### config.mk
export PLATFORM = sky130hd
export DESIGN_NAME = i2c_reg_writer
export DESIGN_NICKNAME = d
export VERILOG_FILES = /design/src/rtl/i2c_pkg.sv /design/src/rtl/i2c_quarter_tick.sv /design/src/rtl/i2c_reg_writer.sv
export SDC_FILE = /design/constraint.sdc
export NUM_CORES = 1
export LEC_CHECK = 0
export ABC_AREA = 1
export CAP_MARGIN = 30
export CORE_ASPECT_RATIO = 1.5
export CORE_MARGIN = 3
export CORE_UTILIZATION = 23
export CTS_CLUSTER_SIZE = 25
export DETAILED_ROUTE_END_ITERATION = 16
export PLACE_DENSITY = 0.5
export SLEW_MARGIN = 40
export SYNTH_ARGS = -nofsm -noshare
export SYNTH_HDL_FRONTEND = slang
export SYNTH_SLANG_ARGS = --single-unit
export TNS_END_PERCENT = 10
### constraint.sdc
create_clock -name clk -period 4.54 [get_ports clk]
set_input_delay 0.908 -clock clk [delete_from_list [all_inputs] [get_ports clk]]
set_output_delay 0.908 -clock clk [all_outputs]
set_load 0.02 [all_outputs]
### src/rtl/i2c_pkg.sv
`default_nettype none
// ============================================================================
//  Module      : i2c_pkg
//  Description : Shared types and framing constants for the single-register
//                I2C write master.
//  Revision    : 1.0 - initial release
// ============================================================================
package i2c_pkg;

    typedef enum logic [2:0] {
        ST_IDLE  = 3'd0,
        ST_START = 3'd1,
        ST_BITS  = 3'd2,
        ST_ACK   = 3'd3,
        ST_STOP  = 3'd4
    } state_t;

    localparam int QUARTERS_PER_BIT = 4;
    localparam int BITS_PER_BYTE    = 9;   // 8 data bits + ACK slot
    localparam int BYTES_PER_XFER   = 3;   // device, register, data
    localparam int XFER_QUARTERS    = 116; // START + 3 bytes + STOP

endpackage
`default_nettype wire

### src/rtl/i2c_quarter_tick.sv
`default_nettype none
// ============================================================================
//  Module      : i2c_quarter_tick
//  Description : Quarter-SCL-period divider. Counts 0..QUARTER_DIV-1 while
//                running, pulses o_tick on the wrap, freezes while i_hold is
//                set (clock stretching) and restarts from 0 on i_clear.
//  Revision    : 1.0 - initial release
// ============================================================================
module i2c_quarter_tick #(
    parameter int QUARTER_DIV = 125
) (
    input  logic clk,
    input  logic reset_n,
    input  logic i_clear,
    input  logic i_run,
    input  logic i_hold,
    output logic o_tick
);

    localparam logic [15:0] C_LAST = 16'(QUARTER_DIV - 1);

    logic [15:0] r_count;

    assign o_tick = i_run && !i_hold && (r_count == C_LAST);

    // Divider: idle at zero, free-running only while a transfer is active.
    always_ff @(posedge clk) begin
        if (!reset_n) begin
            r_count <= '0;
        end else if (i_clear || !i_run || o_tick) begin
            r_count <= '0;
        end else if (!i_hold) begin
            r_count <= r_count + 16'd1;
        end
    end

endmodule
`default_nettype wire

### src/rtl/i2c_reg_writer.sv
`default_nettype none
// ============================================================================
//  Module      : i2c_reg_writer
//  Description : Single-register I2C write master. Sends START, device byte
//                (R/W forced to write), register byte, data byte and STOP on
//                open-drain SCL/SDA. Reports completion with a done pulse and
//                a sticky NACK flag.
//  Revision    : 1.0 - initial release
// ============================================================================
module i2c_reg_writer
    import i2c_pkg::*;
#(
    parameter int QUARTER_DIV = 125,
    parameter bit STRETCH_EN  = 1'b0
) (
    input  logic       clk,
    input  logic       reset_n,
    input  logic       start,
    input  logic [7:0] dev_addr,
    input  logic [7:0] reg_addr,
    input  logic [7:0] data,
    output logic       ready,
    output logic       done,
    output logic       ack_err,
    output logic       sda_oe,
    input  logic       sda_i,
    output logic       scl_oe,
    input  logic       scl_i
);

    localparam logic [1:0] C_LAST_Q    = 2'(QUARTERS_PER_BIT - 1);
    localparam logic [1:0] C_SAMPLE_Q  = 2'd2;
    localparam logic [2:0] C_MSB_BIT   = 3'(BITS_PER_BYTE - 2);
    localparam logic [1:0] C_LAST_BYTE = 2'(BYTES_PER_XFER - 1);

    state_t     r_state,      w_state_nxt;
    logic [1:0] r_q,          w_q_nxt;
    logic [1:0] r_byte_idx,   w_byte_idx_nxt;
    logic [2:0] r_bit_idx,    w_bit_idx_nxt;
    logic       r_ack_sample, w_ack_sample_nxt;
    logic       r_ack_err,    w_ack_err_nxt;
    logic       r_done,       w_done_nxt;
    logic [7:0] r_dev, r_reg, r_data;

    logic       w_accept;
    logic       w_tick;
    logic       w_hold;
    logic       w_bit;
    logic [7:0] w_cur_byte;

    assign ready   = (r_state == ST_IDLE);
    assign done    = r_done;
    assign ack_err = r_ack_err;

    // The done cycle itself never accepts, so a held start restarts one cycle later.
    assign w_accept = start && ready && !r_done;

    // Slave stretching only matters while SCL is released during a bit or ACK slot.
    assign w_hold = STRETCH_EN && ((r_state == ST_BITS) || (r_state == ST_ACK)) &&
                    r_q[1] && !scl_oe && !scl_i;

    i2c_quarter_tick #(
        .QUARTER_DIV (QUARTER_DIV)
    ) u_quarter_tick (
        .clk     (clk),
        .reset_n (reset_n),
        .i_clear (w_accept),
        .i_run   (r_state != ST_IDLE),
        .i_hold  (w_hold),
        .o_tick  (w_tick)
    );

    // Select the byte in flight and the bit currently on the wire (MSB first).
    always_comb begin
        case (r_byte_idx)
            2'd0:    w_cur_byte = r_dev;
            2'd1:    w_cur_byte = r_reg;
            default: w_cur_byte = r_data;
        endcase
        w_bit = w_cur_byte[r_bit_idx];
    end

    // Pad drive per state and quarter; SDA only changes while SCL is low.
    always_comb begin
        sda_oe = 1'b0;
        scl_oe = 1'b0;
        case (r_state)
            ST_START: begin
                sda_oe = (r_q != 2'd0);
                scl_oe = (r_q == C_LAST_Q);
            end
            ST_BITS: begin
                sda_oe = ~w_bit;
                scl_oe = ~r_q[1];
            end
            ST_ACK: begin
                sda_oe = 1'b0;
                scl_oe = ~r_q[1];
            end
            ST_STOP: begin
                sda_oe = ~r_q[1];
                scl_oe = (r_q == 2'd0);
            end
            default: begin
                sda_oe = 1'b0;
                scl_oe = 1'b0;
            end
        endcase
    end

    // Next-state logic: accept a request, then step one quarter per tick.
    always_comb begin
        w_state_nxt      = r_state;
        w_q_nxt          = r_q;
        w_byte_idx_nxt   = r_byte_idx;
        w_bit_idx_nxt    = r_bit_idx;
        w_ack_sample_nxt = r_ack_sample;
        w_ack_err_nxt    = r_ack_err;
        w_done_nxt       = 1'b0;
        if (w_accept) begin
            w_state_nxt    = ST_START;
            w_q_nxt        = 2'd0;
            w_byte_idx_nxt = 2'd0;
            w_bit_idx_nxt  = C_MSB_BIT;
            w_ack_err_nxt  = 1'b0;
        end else if (w_tick) begin
            w_q_nxt = r_q + 2'd1;
            case (r_state)
                ST_START: begin
                    if (r_q == C_LAST_Q) w_state_nxt = ST_BITS;
                end
                ST_BITS: begin
                    if (r_q == C_LAST_Q) begin
                        if (r_bit_idx == 3'd0) w_state_nxt = ST_ACK;
                        else                   w_bit_idx_nxt = r_bit_idx - 3'd1;
                    end
                end
                ST_ACK: begin
                    if (r_q == C_SAMPLE_Q) w_ack_sample_nxt = sda_i;
                    if (r_q == C_LAST_Q) begin
                        if (r_ack_sample) begin
                            w_ack_err_nxt = 1'b1;
                            w_state_nxt   = ST_STOP;
                        end else if (r_byte_idx == C_LAST_BYTE) begin
                            w_state_nxt = ST_STOP;
                        end else begin
                            w_byte_idx_nxt = r_byte_idx + 2'd1;
                            w_bit_idx_nxt  = C_MSB_BIT;
                            w_state_nxt    = ST_BITS;
                        end
                    end
                end
                ST_STOP: begin
                    if (r_q == C_LAST_Q) begin
                        w_state_nxt = ST_IDLE;
                        w_done_nxt  = 1'b1;
                    end
                end
                default: w_state_nxt = ST_IDLE;
            endcase
        end
    end

    // State and datapath registers; reset releases the bus without a STOP.
    always_ff @(posedge clk) begin
        if (!reset_n) begin
            r_state      <= ST_IDLE;
            r_q          <= 2'd0;
            r_byte_idx   <= 2'd0;
            r_bit_idx    <= 3'd0;
            r_ack_sample <= 1'b0;
            r_ack_err    <= 1'b0;
            r_done       <= 1'b0;
            r_dev        <= 8'd0;
            r_reg        <= 8'd0;
            r_data       <= 8'd0;
        end else begin
            r_state      <= w_state_nxt;
            r_q          <= w_q_nxt;
            r_byte_idx   <= w_byte_idx_nxt;
            r_bit_idx    <= w_bit_idx_nxt;
            r_ack_sample <= w_ack_sample_nxt;
            r_ack_err    <= w_ack_err_nxt;
            r_done       <= w_done_nxt;
            if (w_accept) begin
                r_dev  <= dev_addr & 8'hFE;
                r_reg  <= reg_addr;
                r_data <= data;
            end
        end
    end

endmodule
`default_nettype wire

==> flow_summary.toml, run 1 <==
[sta]
timing.final.hold_violations = 0
max_freq_ghz = 0.307
clock_skew_ns = 0.00462
slew_violations = 0
worstMarginPinSlew_ns = 0.433
post-route-period-util_pct = 71.8
setup_viol = 0
tns_ns = 0
fin_crit_ns = 3.26
rsz0062_at_grt = "no"
slew_headroom_pct = 71.1

[setup_path]
crit_slowest_cell = "clkdlybuf4s50_1"
path_max_fanout = 8
worstSetupPathType = "reg -> out"
crit_top_cell = "nand2_1"
cpPeakStageDelay_ns = 0.61
path_delay_family = "buffers and inverters"
required_ns = 3.63
r2r-start = "r_state[0]"
worst-path-buf-inv = 2
ff2ff_path_depth = 9
cp-end-kind = "output port"
startpoint = "r_byte_idx[0]"
path_cells = "inv_1, ha_1, nor2_2, a22oi_1, nand2_1, nand3_1, nand2_1, nand2_1, nand3_1, nand2_1, clkdlybuf4s50_1"
worstReg2RegEnd = "done"
start_kind = "flop"
cp_data_arrival_time_ns = 2.35
rrSetupSlack_ns = 2.52

[clock_network]
cts_tree = "built"
post_cts_buffers = 0
cts_resized = 0
max-clock-path-buffers = 2
clk_pin_slew_ns = 0.07
ctsHoldBuffers = 0
cts_buffers = 5
clkLatencyLatePin_ns = 0.29
cts_root_buf = "clkbuf_16"
cts_sinks = 52
cts_max_level = 2

[run]
cap_viol_max_count = 0

[cells_and_area]
largest_register_ffs = 16
num_antenna_cells = 0
area_delta_synth_final_pct = 22.1
nets = 446
fill_cells = 1243
layout-drive-gt1-share_pct = 11.3
fin_cells = 558

[drt]
drt-total-wl_mm = 6.57
drt_iter0_drc = 87
ant_nets = 0
route.met3.wl_um = 302
post_drt_wl_per_cell_um = 11.8
via_count = 2426
via_per_inst = 4.35
met2_length_mm = 3.39
top_layer_used = "met4"
wl_met1_mm = 2.69
drc_errors = 0
drt_pass1_iterations = 4

[worst_hold_path]
hold_start = "ack_err"
hold_depth = 2
min_to = "ack_err"
hp-class = "reg -> reg"

[logic_synthesis]
synth.area.top_cells = "dfxtp_1, nor2_1, nand2_1, ha_1, nand3_1"
ys_ff_latch = 52
synth_nets = 417
ys_types = 41
yosysSeqAreaShare_pct = 37.7
yosys.area.top_type = "dfxtp_1"
syn_avg_cell_area_um2 = 7.30
syn_area_mm2 = 0.00276
ys_warn_count = 0
synth.top_cell.area_share_pct = 37.7
synth_cells = 378

[grt]
grt_use_total_pct = 10.1
grt_pass1_wl_mm = 11.0
grt_start_max_net_pins = 30
grt_remaining_overflow = 0
antenna_found_initial = 0
grt_pass1_vias = 2415

[floorplan]
die_w_um = 95.4
core_mm2 = 0.0116
io_pins = 34
die_y_um = 140
rows = 48
die-area_mm2 = 0.0134
start_util_pct = 23.8

[power]
p_per_area_mw_per_mm2 = 309
vdd_drop_max_uv = 235
static-leakage-power_nw = 1.29

[status]
status = "finished, final reports clean"

[place]
dp_cells = 550
gp_congestion = 0.865
port_buffers = 31
dp_hpwl_mm = 4.97
cells in the final DEF (no fill, tap or decap), types with 4 or more instances in the layout:
| master | synthesis | layout |
|---|---|---|
| nand2_2 | 5 | 5 |
| a21oi_1 | 16 | 16 |
| clkdlybuf4s50_1 | 0 | 31 |
| inv_1 | 31 | 31 |
| o21ai_1 | 20 | 20 |
| inv_2 | 7 | 7 |
| ha_1 | 10 | 10 |
| nand3_1 | 24 | 24 |
| nand4_1 | 11 | 11 |
| o21ai_0 | 8 | 8 |
| xnor2_1 | 4 | 4 |
| nor2_2 | 6 | 6 |
| dfxtp_1 | 52 | 52 |
| nor2_1 | 75 | 75 |
| nand2_1 | 57 | 57 |
| nor3_1 | 10 | 10 |
| clkbuf_16 | 0 | 5 |
metrics by stage:
| step | power [mW] | utilization, % | hold WS (ns) | area, µm² | worst slack, ns |
|---|---|---|---|---|---|
| 2_1_floorplan | 0.582 | - | 0.430 | 2760 | 2.17 |
| 4_1_cts | 1.06 | 29.1 | 0.464 | 3370 | 1.23 |
| 3_3_place_gp | 0.623 | 27.6 | 0.443 | 3200 | 1.57 |
| 5_1_grt | 1.10 | 29.1 | 0.496 | 3370 | 1.08 |
| 6_report | 1.04 | 29.1 | 0.454 | 3370 | 1.28 |
| 3_5_place_dp | 0.625 | 27.6 | 0.454 | 3200 | 1.55 |
tightest hold or removal path, delay by kind of cell (launching register included):
| family | cells | cell delay, ns |
|---|---|---|
| DFF | 1 | 0.31 |
| buffers and inverters | 1 | 0.05 |
| AOI/OAI and AO/OA | 1 | 0.05 |
final cells by class:
class | instances | area [µm²] | share of cell area, %
inverters | 38 | 143 | 4.23
well taps | 150 | 188 | 5.57
multi-input cells | 277 | 1510 | 44.7
flip-flops and latches | 52 | 1040 | 30.9
repair buffers | 33 | 325 | 9.65
clock buffers | 5 | 125 | 3.71
clock inverters | 3 | 42.5 | 1.26
kinds of logic after synthesis:
logic type	Yosys count	synth area share, %
buffers and inverters	49	7.71
XOR/XNOR	5	1.59
adder cells (fa/ha/maj)	10	4.54
AND/OR/NAND/NOR	212	38.9
AO/OA/AOI/OAI	50	9.57
flip-flops	52	37.7
how the worst max path moves through the flow:
stage	endpoint	slack, ns	depth (start not counted)
after floorplan	sda_oe	2.17	11
after global placement	sda_oe	1.57	11
after detailed placement	sda_oe	1.55	11
after CTS	sda_oe	1.23	11
after global routing	sda_oe	1.08	11
final	sda_oe	1.28	11
Yosys cell counts:
master and n:
nor2_1 75, nand2_1 57, dfxtp_1 52, inv_1 31
nand3_1 24, o21ai_1 20, a21oi_1 16, nand4_1 11
ha_1 10, nor3_1 10, o21ai_0 8, inv_2 7
nor2_2 6, nand2_2 5, clkbuf_1 4, xnor2_1 4
buf_4 3, nand2_4 3, nor3_2 3, buf_2 2
buf_6 2, nand3_2 2, nand3b_1 2, nor2_4 2
nor3b_1 2, nor4_1 2, a21oi_2 1, a22oi_1 1
a31oi_1 1, nand3_4 1, nand3b_4 1, nand4_4 1
nor2_8 1, nor3_4 1, nor4_2 1, o211ai_1 1
o21bai_1 1, o22ai_1 1, or2_1 1, or2_2 1
xor2_1 1
where the power goes:
group          internal [mW]  leakage, nW  switching, mW  total (mW)
clock network          0.259       0.0798          0.168       0.428
registers              0.478        0.425         0.0161       0.494
logic                 0.0543        0.789         0.0640       0.118
total                  0.792         1.29          0.248        1.04
metal layers:
layer  vias to the layer above  GRT usage [%]
li1                       1284              -
met3                        16           1.99
met1                      1077           11.2
met4                         0           3.45
met5                         -              0
met2                        49           18.8
Power figures use the tool's default switching activity.
==> inputs of run 2 (changes only) <==
PLACE_DENSITY = 0.51   (was 0.5)
clock period = 2.8 ns   (was 4.54 ns; I/O delays follow)
==> run 2 against run 1 <==
Compared with the run above:
- die area stayed put
- clock power is 55% higher
- worst setup slack worse by 1.1 ns
- via count is 1.2% higher
- count of clock-buffer cells in the layout stayed put
- combinational power is 65% higher
- register-to-register slack worse by 1.4 ns
- total power is 60% higher
- global-route usage is 0.26 points higher
- core utilization is 0.21 points higher
- non-clock buffer count is 1 higher
- final cell count is 0.18% lower
- critical path type unchanged
- largest cell class unchanged
- highest routed layer unchanged
==> flow_summary.toml, run 2 (synthesis results as in run 1) <==
[clock_network]
ctsHoldBuffers = 0
cts_tree = "built"
cts_max_level = 2
clk_pin_slew_ns = 0.07
max-clock-path-buffers = 2
cts_sinks = 52
cts_root_buf = "clkbuf_16"
clkLatencyLatePin_ns = 0.29
cts_buffers = 5

[cells_and_area]
stdcell_area_mm2 = 0.00339
multi_input_area_mm2 = 0.00154
fin_cells = 557
fill_cells = 1268
largest_register_ffs = 16
num_antenna_cells = 0
area_delta_synth_final_pct = 23.0
nets = 447
layout-drive-gt1-share_pct = 11.5
final_common_cell = "nor2_1"
seq_area_mm2 = 0.00104
most-common-layout-cells = "nor2_1, nand2_1, dfxtp_1, inv_1, clkdlybuf4s50_1"

[sta]
timing.final.hold_violations = 0
worstMarginPinSlew_ns = 0.470
tns_ns = 0
fin_crit_ns = 2.62
rsz0062_at_grt = "no"
slew_violations = 0
hold_slack_ns = 0.453
max_freq_ghz = 0.382
post-route-period-util_pct = 93.5
setup_ws_ns = 0.181
slew_headroom_pct = 68.4
setup_viol = 0
clock_skew_ns = 0.00653

[setup_path]
start_kind = "flop"
path_max_fanout = 8
path_cells = "inv_1, ha_4, nor2_4, nand2_1, nand3_1, nand3_1, nand2_1, nand2_1, nand3_1, nand2_1, dlygate4sd2_1"
worstSetupPathType = "reg -> out"
worstReg2RegEnd = "r_state[0]"
r2r-start = "r_bit_idx[0]"
path_delay_family = "simple AND/OR/NAND/NOR gates"
required_ns = 2.24
cp_data_arrival_time_ns = 2.06
crit_slowest_cell = "dfxtp_1"
cpPeakStageDelay_ns = 0.38
worst-path-buf-inv = 2
rrSetupSlack_ns = 1.08
crit_top_cell = "nand2_1"
cp-end-kind = "output port"
ff2ff_path_depth = 11

[drt]
via_count = 2454
drt_pass1_iterations = 4
via_per_inst = 4.41
post_drt_wl_per_cell_um = 11.9
drc_errors = 0
ant_nets = 0
drt-total-wl_mm = 6.60
drt_iter0_drc = 79

[grt]
grt_pass1_wl_mm = 11.2
antenna_found_initial = 0
grt_use_total_pct = 10.4
grt_start_max_net_pins = 29
grt_remaining_overflow = 0
grt_pass1_vias = 2418

[place]
pre_cts_ws_ns = 0.152
dp_cells = 551
port_buffers = 31
place_area_mm2 = 0.00321
dp_hpwl_mm = 5.13
gp_congestion = 0.863

[worst_hold_path]
hp-class = "reg -> reg"
hold_start = "ack_err"
hold_depth = 2
min_to = "ack_err"

[power]
power_frac_clock_pct = 40.0
sequentialPowerShare_pct = 48.3
power_frac_comb_pct = 11.7
static-leakage-power_nw = 1.30
vdd_drop_max_uv = 301
p_per_area_mw_per_mm2 = 490
power.internal_mw = 1.28
switching_share_pct = 23.2
p_switching_uw = 385

[status]
status = "finished, final reports clean"

[floorplan]
start_util_pct = 23.8
die_y_um = 140
die_w_um = 95.4
die-area_mm2 = 0.0134
core_mm2 = 0.0116
io_pins = 34
rows = 48

[run]
cap_viol_max_count = 0
-- run 2: cell count changes in the layout (fill, tap and decap cells not counted) --
cell             delta
dlygate4sd2_1       +1
nor2_2              -1
ha_4                +2
clkinv_2            -1
buf_4               +1
clkinvlp_4          -1
nor2_4              +1
ha_1                -2
clkdlybuf4s50_1     -1
-- run 2: power groups by stage --
stage / sequential, mW / clock [mW] / combinational (mW)
final: 0.804 / 0.665 / 0.195
after global routing: 0.808 / 0.713 / 0.224
after CTS: 0.804 / 0.689 / 0.198
after detailed placement: 0.821 / 0 / 0.197
after global placement: 0.821 / 0 / 0.194
after floorplan: 0.810 / 0 / 0.134
-- run 2: per-layer routing --
metal  GRT usage [%]  up-vias  wire length [µm]
li1                -     1288                 -
met3            2.10        8               263
met1            11.6     1119              2690
met2            19.4       39              3550
met4            2.92        0               101
met5               0        -                 0
-- run 2: worst max-delay path by stage --
stage,from,end,slack (ns),depth (start not counted)
4_1_cts,r_byte_idx[0],sda_oe,0.19,11
3_3_place_gp,r_byte_idx[0],sda_oe,0.16,11
6_report,r_byte_idx[0],sda_oe,0.18,11
2_1_floorplan,r_byte_idx[1],sda_oe,0.77,11
3_5_place_dp,r_byte_idx[0],sda_oe,0.15,11
5_1_grt,r_byte_idx[0],sda_oe,0.05,11
-- run 2: what timing repair did --
action	CTS	global route
gates resized for setup	6	0
endpoints found under the setup margin	1	0
setup buffers	0	0
-- run 2: stage by stage --
| step | utilization (%) | power [mW] |
|---|---|---|
| after floorplan | - | 0.944 |
| after global routing | 29.3 | 1.74 |
| final | 29.3 | 1.66 |
| after CTS | 29.3 | 1.69 |
| after detailed placement | 27.7 | 1.02 |
| after global placement | 27.7 | 1.01 |
-- run 2: cell type report --
cell class                 instances  share of cell area, %
clock buffer                       5                   3.69
clock inverter                     1                  0.885
inverter                          38                   4.20
multi-input combinational        277                   45.2
sequential                        52                   30.7
tap                              150                   5.53
timing repair buffer              34                   9.77
-- run 2: worst min-delay path, cell delays in order (launching register included) --
cell	delay, ns
dfxtp_1	0.31
inv_1	0.05
a21oi_1	0.05
